==> config.mk <==
export PLATFORM = sky130hd
export DESIGN_NAME = te_round_sequencer_flat
export DESIGN_NICKNAME = d
export VERILOG_FILES = /design/src/rtl/te_round_sequencer_pkg.sv /design/src/rtl/te_round_sequencer_if.sv /design/src/rtl/te_watchdog.sv /design/src/rtl/te_round_sequencer.sv /design/src/flat_wrapper.sv
export SDC_FILE = /design/constraint.sdc
export NUM_CORES = 1
export LEC_CHECK = 0
export BUFFER_PORTS_ARGS = -buffer_cell sky130_fd_sc_hd__buf_2
export CAP_MARGIN = 0
export CORE_MARGIN = 10
export CORE_UTILIZATION = 35
export DETAILED_ROUTE_END_ITERATION = 7
export PLACE_DENSITY = 0.65
export SYNTH_ARGS = -nofsm -noshare
export SYNTH_HDL_FRONTEND = slang
export SYNTH_SLANG_ARGS = --single-unit
==> constraint.sdc <==
create_clock -name clk -period 2.3 [get_ports clk]
set_clock_uncertainty 0.15 [all_clocks]
set_input_delay 0.23 -clock clk [delete_from_list [all_inputs] [get_ports clk]]
set_output_delay 0.23 -clock clk [all_outputs]
set_load 0.02 [all_outputs]
==> src/rtl/te_round_sequencer_pkg.sv <==
// te_pkg: shared constants and the FSM state type for the tracking-engine
// round sequencer and its watchdog.
//   TE_LANES       - correlator lanes per batch
//   TE_CHANNELS    - logical channels per round
//   TE_BATCH_W     - width of the batch counter (0..TE_MAX_BATCHES)
//   TE_MAX_BATCHES - batch-count saturation value
//   TE_WD_W        - watchdog counter width
package te_pkg;

  localparam int unsigned TE_LANES       = 4;
  localparam int unsigned TE_CHANNELS    = 32;
  localparam int unsigned TE_BATCH_W     = 4;
  localparam int unsigned TE_MAX_BATCHES = TE_CHANNELS / TE_LANES;
  localparam int unsigned TE_WD_W        = 16;

  typedef enum logic [2:0] {
    S_IDLE,
    S_LATCH,
    S_FIND,
    S_WAIT_FIND,
    S_DISPATCH,
    S_WAIT_CORR,
    S_CLOSE,
    S_DONE
  } te_state_e;

endpackage

==> src/rtl/te_round_sequencer_if.sv <==
// te_round_sequencer_if: handshake bundle between the round sequencer,
// find_channel and the 4-lane correlator.
//   master (sequencer): drives latch_enable_channel, start_find, te_over,
//                       corr_start, corr_lane_en; receives find_channel_done,
//                       channel_remain, physical_channel_en, corr_done.
//   slave  (find_channel + correlator side): the mirror image.
interface te_round_sequencer_if;
  import te_pkg::*;

  logic                   find_channel_done;
  logic [TE_CHANNELS-1:0] channel_remain;
  logic [TE_LANES-1:0]    physical_channel_en;
  logic                   corr_done;

  logic                   latch_enable_channel;
  logic                   start_find;
  logic                   te_over;
  logic                   corr_start;
  logic [TE_LANES-1:0]    corr_lane_en;

  modport master (
    input  find_channel_done, channel_remain, physical_channel_en, corr_done,
    output latch_enable_channel, start_find, te_over, corr_start, corr_lane_en
  );

  modport slave (
    output find_channel_done, channel_remain, physical_channel_en, corr_done,
    input  latch_enable_channel, start_find, te_over, corr_start, corr_lane_en
  );
endinterface

==> src/rtl/te_watchdog.sv <==
// te_watchdog: correlator watchdog.
//   clk, rst - clock, synchronous active-high reset
//   clr      - zero the count (takes priority over en)
//   en       - count one cycle
//   expired  - combinational: en is high and the count has reached
//              CORR_TIMEOUT-1, i.e. this is the CORR_TIMEOUT-th enabled cycle
module te_watchdog import te_pkg::*; #(
  parameter int unsigned CORR_TIMEOUT = 4096
) (
  input  logic clk,
  input  logic rst,
  input  logic clr,
  input  logic en,
  output logic expired
);

  localparam logic [TE_WD_W-1:0] TERM = TE_WD_W'(CORR_TIMEOUT - 1);

  logic [TE_WD_W-1:0] count_q, count_d;

  always_comb begin
    count_d = count_q;
    if (clr)     count_d = '0;
    else if (en) count_d = count_q + 1'b1;
  end

  always_ff @(posedge clk) begin
    if (rst) count_q <= '0;
    else     count_q <= count_d;
  end

  assign expired = en && (count_q == TERM);

endmodule

==> src/rtl/te_round_sequencer.sv <==
// te_round_sequencer: runs one tracking-engine round over 32 channels in
// batches of up to 4 lanes (latch mask, then find / correlate / close).
//   clk, rst       - clock, synchronous active-high reset
//   round_trigger  - pulse: request a round (queued once if busy)
//   sw_abort       - pulse: abort the current round
//   status_clear   - clears overrun and timeout
//   te             - master side of te_round_sequencer_if
//   te_busy        - high outside IDLE
//   round_done     - pulse: round completed or aborted
//   batch_count    - batches dispatched in current/last round
//   overrun        - sticky: trigger dropped while one was already pending
//   timeout        - sticky: correlator watchdog fired
module te_round_sequencer import te_pkg::*; #(
  parameter int unsigned CORR_TIMEOUT = 4096
) (
  input  logic                  clk,
  input  logic                  rst,
  input  logic                  round_trigger,
  input  logic                  sw_abort,
  input  logic                  status_clear,
  te_round_sequencer_if.master  te,
  output logic                  te_busy,
  output logic                  round_done,
  output logic [TE_BATCH_W-1:0] batch_count,
  output logic                  overrun,
  output logic                  timeout
);

  te_state_e             state_q, state_d;
  logic                  pending_q, pending_d;
  logic                  abort_q, abort_d;
  logic                  overrun_q, overrun_d;
  logic                  timeout_q, timeout_d;
  logic                  timeout_set;
  logic [TE_BATCH_W-1:0] batch_q, batch_d;
  logic [TE_LANES-1:0]   lane_q, lane_d;
  logic                  latch_q, find_q, over_q, cstart_q, busy_q, rdone_q;
  logic                  wd_expired;

  te_watchdog #(.CORR_TIMEOUT(CORR_TIMEOUT)) u_watchdog (
    .clk     (clk),
    .rst     (rst),
    .clr     (state_q == S_DISPATCH),
    .en      (state_q == S_WAIT_CORR),
    .expired (wd_expired)
  );

  // Abort goes through CLOSE (te_over, lanes cleared) with abort_q forcing
  // CLOSE straight to DONE. Abort while already in CLOSE or DONE just lets
  // the round finish so te_over/round_done are never emitted twice.
  always_comb begin
    state_d     = state_q;
    abort_d     = abort_q;
    timeout_set = 1'b0;
    if (state_q != S_IDLE && sw_abort) begin
      abort_d = 1'b0;
      case (state_q)
        S_DONE:  state_d = S_IDLE;
        S_CLOSE: state_d = S_DONE;
        default: begin
          state_d = S_CLOSE;
          abort_d = 1'b1;
        end
      endcase
    end else begin
      case (state_q)
        S_IDLE:      if (round_trigger || pending_q) state_d = S_LATCH;
        S_LATCH:     state_d = S_FIND;
        S_FIND:      state_d = S_WAIT_FIND;
        S_WAIT_FIND: if (te.find_channel_done)
                       state_d = (te.physical_channel_en == '0) ? S_DONE : S_DISPATCH;
        S_DISPATCH:  state_d = S_WAIT_CORR;
        S_WAIT_CORR: begin
          if (te.corr_done) begin
            state_d = S_CLOSE;
          end else if (wd_expired) begin
            state_d     = S_CLOSE;
            timeout_set = 1'b1;
          end
        end
        S_CLOSE: begin
          abort_d = 1'b0;
          state_d = (abort_q || te.channel_remain == '0) ? S_DONE : S_FIND;
        end
        S_DONE:      state_d = S_IDLE;
        default:     state_d = S_IDLE;
      endcase
    end
  end

  always_comb begin
    pending_d = pending_q;
    if (state_q == S_IDLE)   pending_d = 1'b0;
    else if (sw_abort)       pending_d = 1'b0;
    else if (round_trigger)  pending_d = 1'b1;

    overrun_d = status_clear ? 1'b0 : (overrun_q | (round_trigger & pending_q));
    timeout_d = status_clear ? 1'b0 : (timeout_q | timeout_set);

    batch_d = batch_q;
    if (state_d == S_LATCH)
      batch_d = '0;
    else if (state_d == S_DISPATCH && batch_q != TE_BATCH_W'(TE_MAX_BATCHES))
      batch_d = batch_q + 1'b1;

    lane_d = lane_q;
    if (state_d == S_DISPATCH)   lane_d = te.physical_channel_en;
    else if (state_d == S_CLOSE) lane_d = '0;
  end

  // Outputs are registered from the next-state decode, so each one is high
  // exactly while state_q holds the matching state.
  always_ff @(posedge clk) begin
    if (rst) begin
      state_q   <= S_IDLE;
      pending_q <= 1'b0;
      abort_q   <= 1'b0;
      overrun_q <= 1'b0;
      timeout_q <= 1'b0;
      batch_q   <= '0;
      lane_q    <= '0;
      latch_q   <= 1'b0;
      find_q    <= 1'b0;
      over_q    <= 1'b0;
      cstart_q  <= 1'b0;
      busy_q    <= 1'b0;
      rdone_q   <= 1'b0;
    end else begin
      state_q   <= state_d;
      pending_q <= pending_d;
      abort_q   <= abort_d;
      overrun_q <= overrun_d;
      timeout_q <= timeout_d;
      batch_q   <= batch_d;
      lane_q    <= lane_d;
      latch_q   <= (state_d == S_LATCH);
      find_q    <= (state_d == S_FIND);
      over_q    <= (state_d == S_CLOSE);
      cstart_q  <= (state_d == S_DISPATCH);
      busy_q    <= (state_d != S_IDLE);
      rdone_q   <= (state_d == S_DONE);
    end
  end

  assign te.latch_enable_channel = latch_q;
  assign te.start_find           = find_q;
  assign te.te_over              = over_q;
  assign te.corr_start           = cstart_q;
  assign te.corr_lane_en         = lane_q;
  assign te_busy                 = busy_q;
  assign round_done              = rdone_q;
  assign batch_count             = batch_q;
  assign overrun                 = overrun_q;
  assign timeout                 = timeout_q;

endmodule

==> src/flat_wrapper.sv <==
// flat-port wrapper written by rule: the top's interface ports become plain ports
module te_round_sequencer_flat import te_pkg::*;
#(
  parameter int unsigned CORR_TIMEOUT = 4096
)
  (clk, rst, round_trigger, sw_abort, status_clear, te_busy, round_done, batch_count, overrun, timeout, te_find_channel_done, te_channel_remain, te_physical_channel_en, te_corr_done, te_latch_enable_channel, te_start_find, te_te_over, te_corr_start, te_corr_lane_en);
  te_round_sequencer_if te_i ();
  input  logic clk;
  input  logic rst;
  input  logic round_trigger;
  input  logic sw_abort;
  input  logic status_clear;
  output logic te_busy;
  output logic round_done;
  output logic [TE_BATCH_W-1:0] batch_count;
  output logic overrun;
  output logic timeout;
  input wire logic [$bits(te_i.find_channel_done)-1:0] te_find_channel_done;
  input wire logic [$bits(te_i.channel_remain)-1:0] te_channel_remain;
  input wire logic [$bits(te_i.physical_channel_en)-1:0] te_physical_channel_en;
  input wire logic [$bits(te_i.corr_done)-1:0] te_corr_done;
  output wire logic [$bits(te_i.latch_enable_channel)-1:0] te_latch_enable_channel;
  output wire logic [$bits(te_i.start_find)-1:0] te_start_find;
  output wire logic [$bits(te_i.te_over)-1:0] te_te_over;
  output wire logic [$bits(te_i.corr_start)-1:0] te_corr_start;
  output wire logic [$bits(te_i.corr_lane_en)-1:0] te_corr_lane_en;
  assign te_i.find_channel_done = te_find_channel_done;
  assign te_i.channel_remain = te_channel_remain;
  assign te_i.physical_channel_en = te_physical_channel_en;
  assign te_i.corr_done = te_corr_done;
  assign te_latch_enable_channel = te_i.latch_enable_channel;
  assign te_start_find = te_i.start_find;
  assign te_te_over = te_i.te_over;
  assign te_corr_start = te_i.corr_start;
  assign te_corr_lane_en = te_i.corr_lane_en;
  te_round_sequencer #(.CORR_TIMEOUT(CORR_TIMEOUT)) u_core (.clk(clk), .rst(rst), .round_trigger(round_trigger), .sw_abort(sw_abort), .status_clear(status_clear), .te(te_i), .te_busy(te_busy), .round_done(round_done), .batch_count(batch_count), .overrun(overrun), .timeout(timeout));
endmodule
==> run_results.csv <==
group,metric,value,unit
sta,setup_tns,-0.387,ns
setup_path,crit_start,"u_core.u_watchdog.count_q[12]",
setup_path,cp-end-kind,"flip-flop",
setup_path,rr_worst_depth,7,
yosys,synth_top_area_cell,"dfxtp_1",
yosys,synthTopCellsByCount,"dfxtp_1, nor2_1, a21oi_1, nor4_1, nand2_1",
power,pwr-share-comb,28.3,%
clocking,cts_buffer_depth,2,
setup_path,crit_end,"u_core.batch_count[0]",
power,p_seq_share,44.3,%
global_route,grt_first_pass_wirelength,7730,µm
power,p_sw,516,µW
floorplanning,initial_core_util,36.8,%
clocking,cts_root_buf,"clkbuf_8",
yosys,ys_seq_elements,37,
yosys,syn_avg_cell_area,8.80,µm²
floorplanning,io_pins,59,
finish,fill_cells,465,
finish,final_nets,326,
finish,antenna_cells,0,
route,drt.antenna.violating_nets,0,
placement,dp_hpwl,3570,µm
placement,gp_congestion,0.834,
yosys,synthesis.nets,246,
global_route,grt_usage,11.1,%
sta,setup_ws,-0.117,ns
finish,multi_input_area,990,µm²
sta,period_minus_slack,2.42,ns
setup_path,cp_data_arrival_time,2.50,ns
outcome,status,"complete, but fails checks",
global_route,busiest_layer,"met2",
yosys,post-synth-top-count-cell,"dfxtp_1",
sta,slew_violations,0,
global_route,grt_use_met2,18.8,%
yosys,synth_edf_count,0,
power,p_clk_share,27.3,%
route,wl_per_cell,13.0,µm
power,swShare,31.7,%
setup_path,worstSetupPathType,"reg2reg",
finish,area_growth,35.6,%
outcome,violations,"negative setup slack",
worst_hold_path,hp-class,"in2reg",
sta,slew_headroom,66.4,%
route,drtIter0Drc,90,
finish,ff_latch_area,742,µm²
yosys,syn_inst,200,
global_route,antenna_found_initial,0,
sta,setup_violations,8,
setup_path,r2r_slack,-0.12,ns
placement,placed_area,0.00226,mm²
global_route,grt_max_degree,17,
flow_run,max_cap_viol_count,0,
clocking,cts_tree,"done",
yosys,synth_area_leaders,"dfxtp_1, nor2_1, nor4_1",
route,viasPerCell,4.93,
route,dr.pass1.iters,4,
global_route,gr-usage-met1,11.9,%
setup_path,r2r-start,"u_core.u_watchdog.count_q[12]",
finish,finalInstanceArea,0.00239,mm²
floorplanning,fp-row-count,25,
power,p_leak,0.00100,µW
power,power_density,683,mW/mm²
floorplanning,die-area,0.00826,mm²
clocking,cts-buffers-inserted,5,
yosys,synthArstFlopShare,0,%
global_route,use_met3,4.24,%
route,drc_errors,0,
yosys,synth_ff_type,"dfxtp_1",
power,p_int,1110,µW
global_route,grt-ovfl-total,0,
setup_path,startpoint_type,"flip-flop",
clocking,clock_sinks,37,
floorplanning,die_w,90.9,µm
placement,portBuffers,58,
power,peakVddDrop,411,µV
sta,hold_viol,0,
sta,fin_crit_sh,105,%
clocking,clk_latency,0.29,ns
clocking,htreeDepth,2,
yosys,synth_top_area_share,42.1,%
yosys,synth_area,0.00176,mm²
placement,preCtsSetupSlack,-0.158,ns
route,vias,1717,
sta,fmax,414,MHz
yosys,yosys_warnings,0,
sta,worst_pin_slew,0.500,ns
clocking,path_clk_slew,0.08,ns
route,drt-total-wl,4530,µm
setup_path,critPathMaxFanout,4,
floorplanning,design.core.area,0.00479,mm²
sta,rsz0062_at_grt,"yes",
setup_path,required,2.38,ns
finish,drive_above_1_share,35.9,%
yosys,synth_cell_types,46,
global_route,grt_pass1_vias,1778,
yosys,ys_seq_area_share,42.1,%
floorplanning,die_h,90.9,µm
setup_path,reg2reg_to,"u_core.batch_count[0]",
==> placed cells by master (no fill, tap or decap), types with 2 or more instances in the layout <==
| cell type | netlist | routed |
|---|---|---|
| buf_2 | 1 | 58 |
| dfxtp_1 | 37 | 36 |
| nor2_1 | 28 | 27 |
| buf_4 | 0 | 21 |
| nor4_1 | 11 | 11 |
| nand2_1 | 10 | 10 |
| nand4_1 | 8 | 8 |
| a21oi_1 | 11 | 8 |
| xor2_1 | 7 | 7 |
| nand3_1 | 7 | 7 |
| xnor2_1 | 7 | 7 |
| nor2b_1 | 6 | 6 |
| nor3_1 | 5 | 5 |
| clkbuf_8 | 0 | 5 |
| inv_1 | 4 | 4 |
| or3_1 | 4 | 4 |
| a22o_1 | 4 | 4 |
| o21ai_0 | 4 | 3 |
| nand3b_1 | 3 | 3 |
| a21oi_2 | 0 | 3 |
| ha_1 | 3 | 3 |
| a21o_1 | 2 | 2 |
| and3b_1 | 2 | 2 |
| and3_1 | 2 | 2 |
| o21bai_1 | 2 | 2 |
| a31oi_1 | 2 | 2 |
| o31ai_1 | 2 | 2 |
| clkinv_2 | 0 | 2 |
==> power groups by stage <==
stage,clock [µW],sequential (µW),combinational [µW]
after floorplan,0,750,264
after global placement,0,735,438
after detailed placement,0,735,442
after CTS,462,721,461
after global routing,500,730,508
final,445,722,462
==> worst max-delay path, stage by stage (launching register included) <==
cell,delay (ns)
dfxtp_2,0.32
or4_1,0.51
or4_4,0.50
nand3_2,0.11
o2111ai_4,0.14
buf_6,0.15
or3_1,0.35
a21oi_2,0.13
==> metrics by stage <==
stage	utilization [%]	power, µW	std cells	hold WS, ns
floorplan	-	1010	200	0.157
global placement	47.2	1170	337	0.264
detailed placement	47.2	1180	337	0.268
CTS	49.8	1640	348	0.0184
global route	49.9	1740	348	0.0110
finish	49.9	1630	348	0.0245
==> kinds of logic after synthesis <==
logic type / count (synthesis) / synth area share, %
adders and majority gates: 3 / 2.13
DFF: 37 / 42.1
AOI/OAI and AO/OA: 39 / 17.1
and+or+nand+nor: 95 / 29.0
buffers and inverters: 12 / 2.63
xor gates and xnor gates: 14 / 6.97
==> cell type report <==
class	instances	area share [%]
Tap cell	67	3.51
Timing Repair Buffer	81	19.7
Clock buffer	5	2.88
Clock inverter	3	0.734
Multi-Input combinational cell	151	41.5
Inverter	4	0.629
Sequential cell	37	31.1
==> worst min path at each step <==
stage | start | endpoint | cells past startpoint | slack, ns
4_1_cts | te_physical_channel_en[1] | u_core.te.corr_lane_en[1] | 2 | 0.02
2_1_floorplan | status_clear | u_core.overrun | 1 | 0.16
3_3_place_gp | status_clear | u_core.overrun | 2 | 0.26
3_5_place_dp | status_clear | u_core.timeout | 2 | 0.27
6_report | te_physical_channel_en[1] | u_core.te.corr_lane_en[1] | 2 | 0.02
5_1_grt | te_physical_channel_en[3] | u_core.te.corr_lane_en[3] | 2 | 0.01
==> layer usage <==
layer  up-vias  part of all wire, %
li1        886                    -
met1       777                   42
met2        44                   50
met3        10                  6.1
met4         0                  2.1
met5         -                    0
==> sequential cells by signal, summed over array words and instances, names as in the netlist <==
register / count
u_core.te.latch_enable_channel: 1
u_core.state_q: 3
u_core.round_done: 1
u_core.u_watchdog.count_q: 16
u_core.batch_count: 4
u_core.te.corr_lane_en: 4
u_core.te.corr_start: 1
u_core.timeout: 1
u_core.overrun: 1
u_core.te.te_over: 1
u_core.abort_q: 1
u_core.te.start_find: 1
u_core.te_busy: 1
u_core.pending_q: 1
==> repair_timing <==
item	4_1_cts	5_1_grt
hold buffers	1	0
endpoints found under the hold margin	2	0
resized for setup	3	2
buffers inserted	2	0
pin swaps	4	0
setup endpoints to repair	8	11
Note: power is estimated with default switching activity, not from simulation.
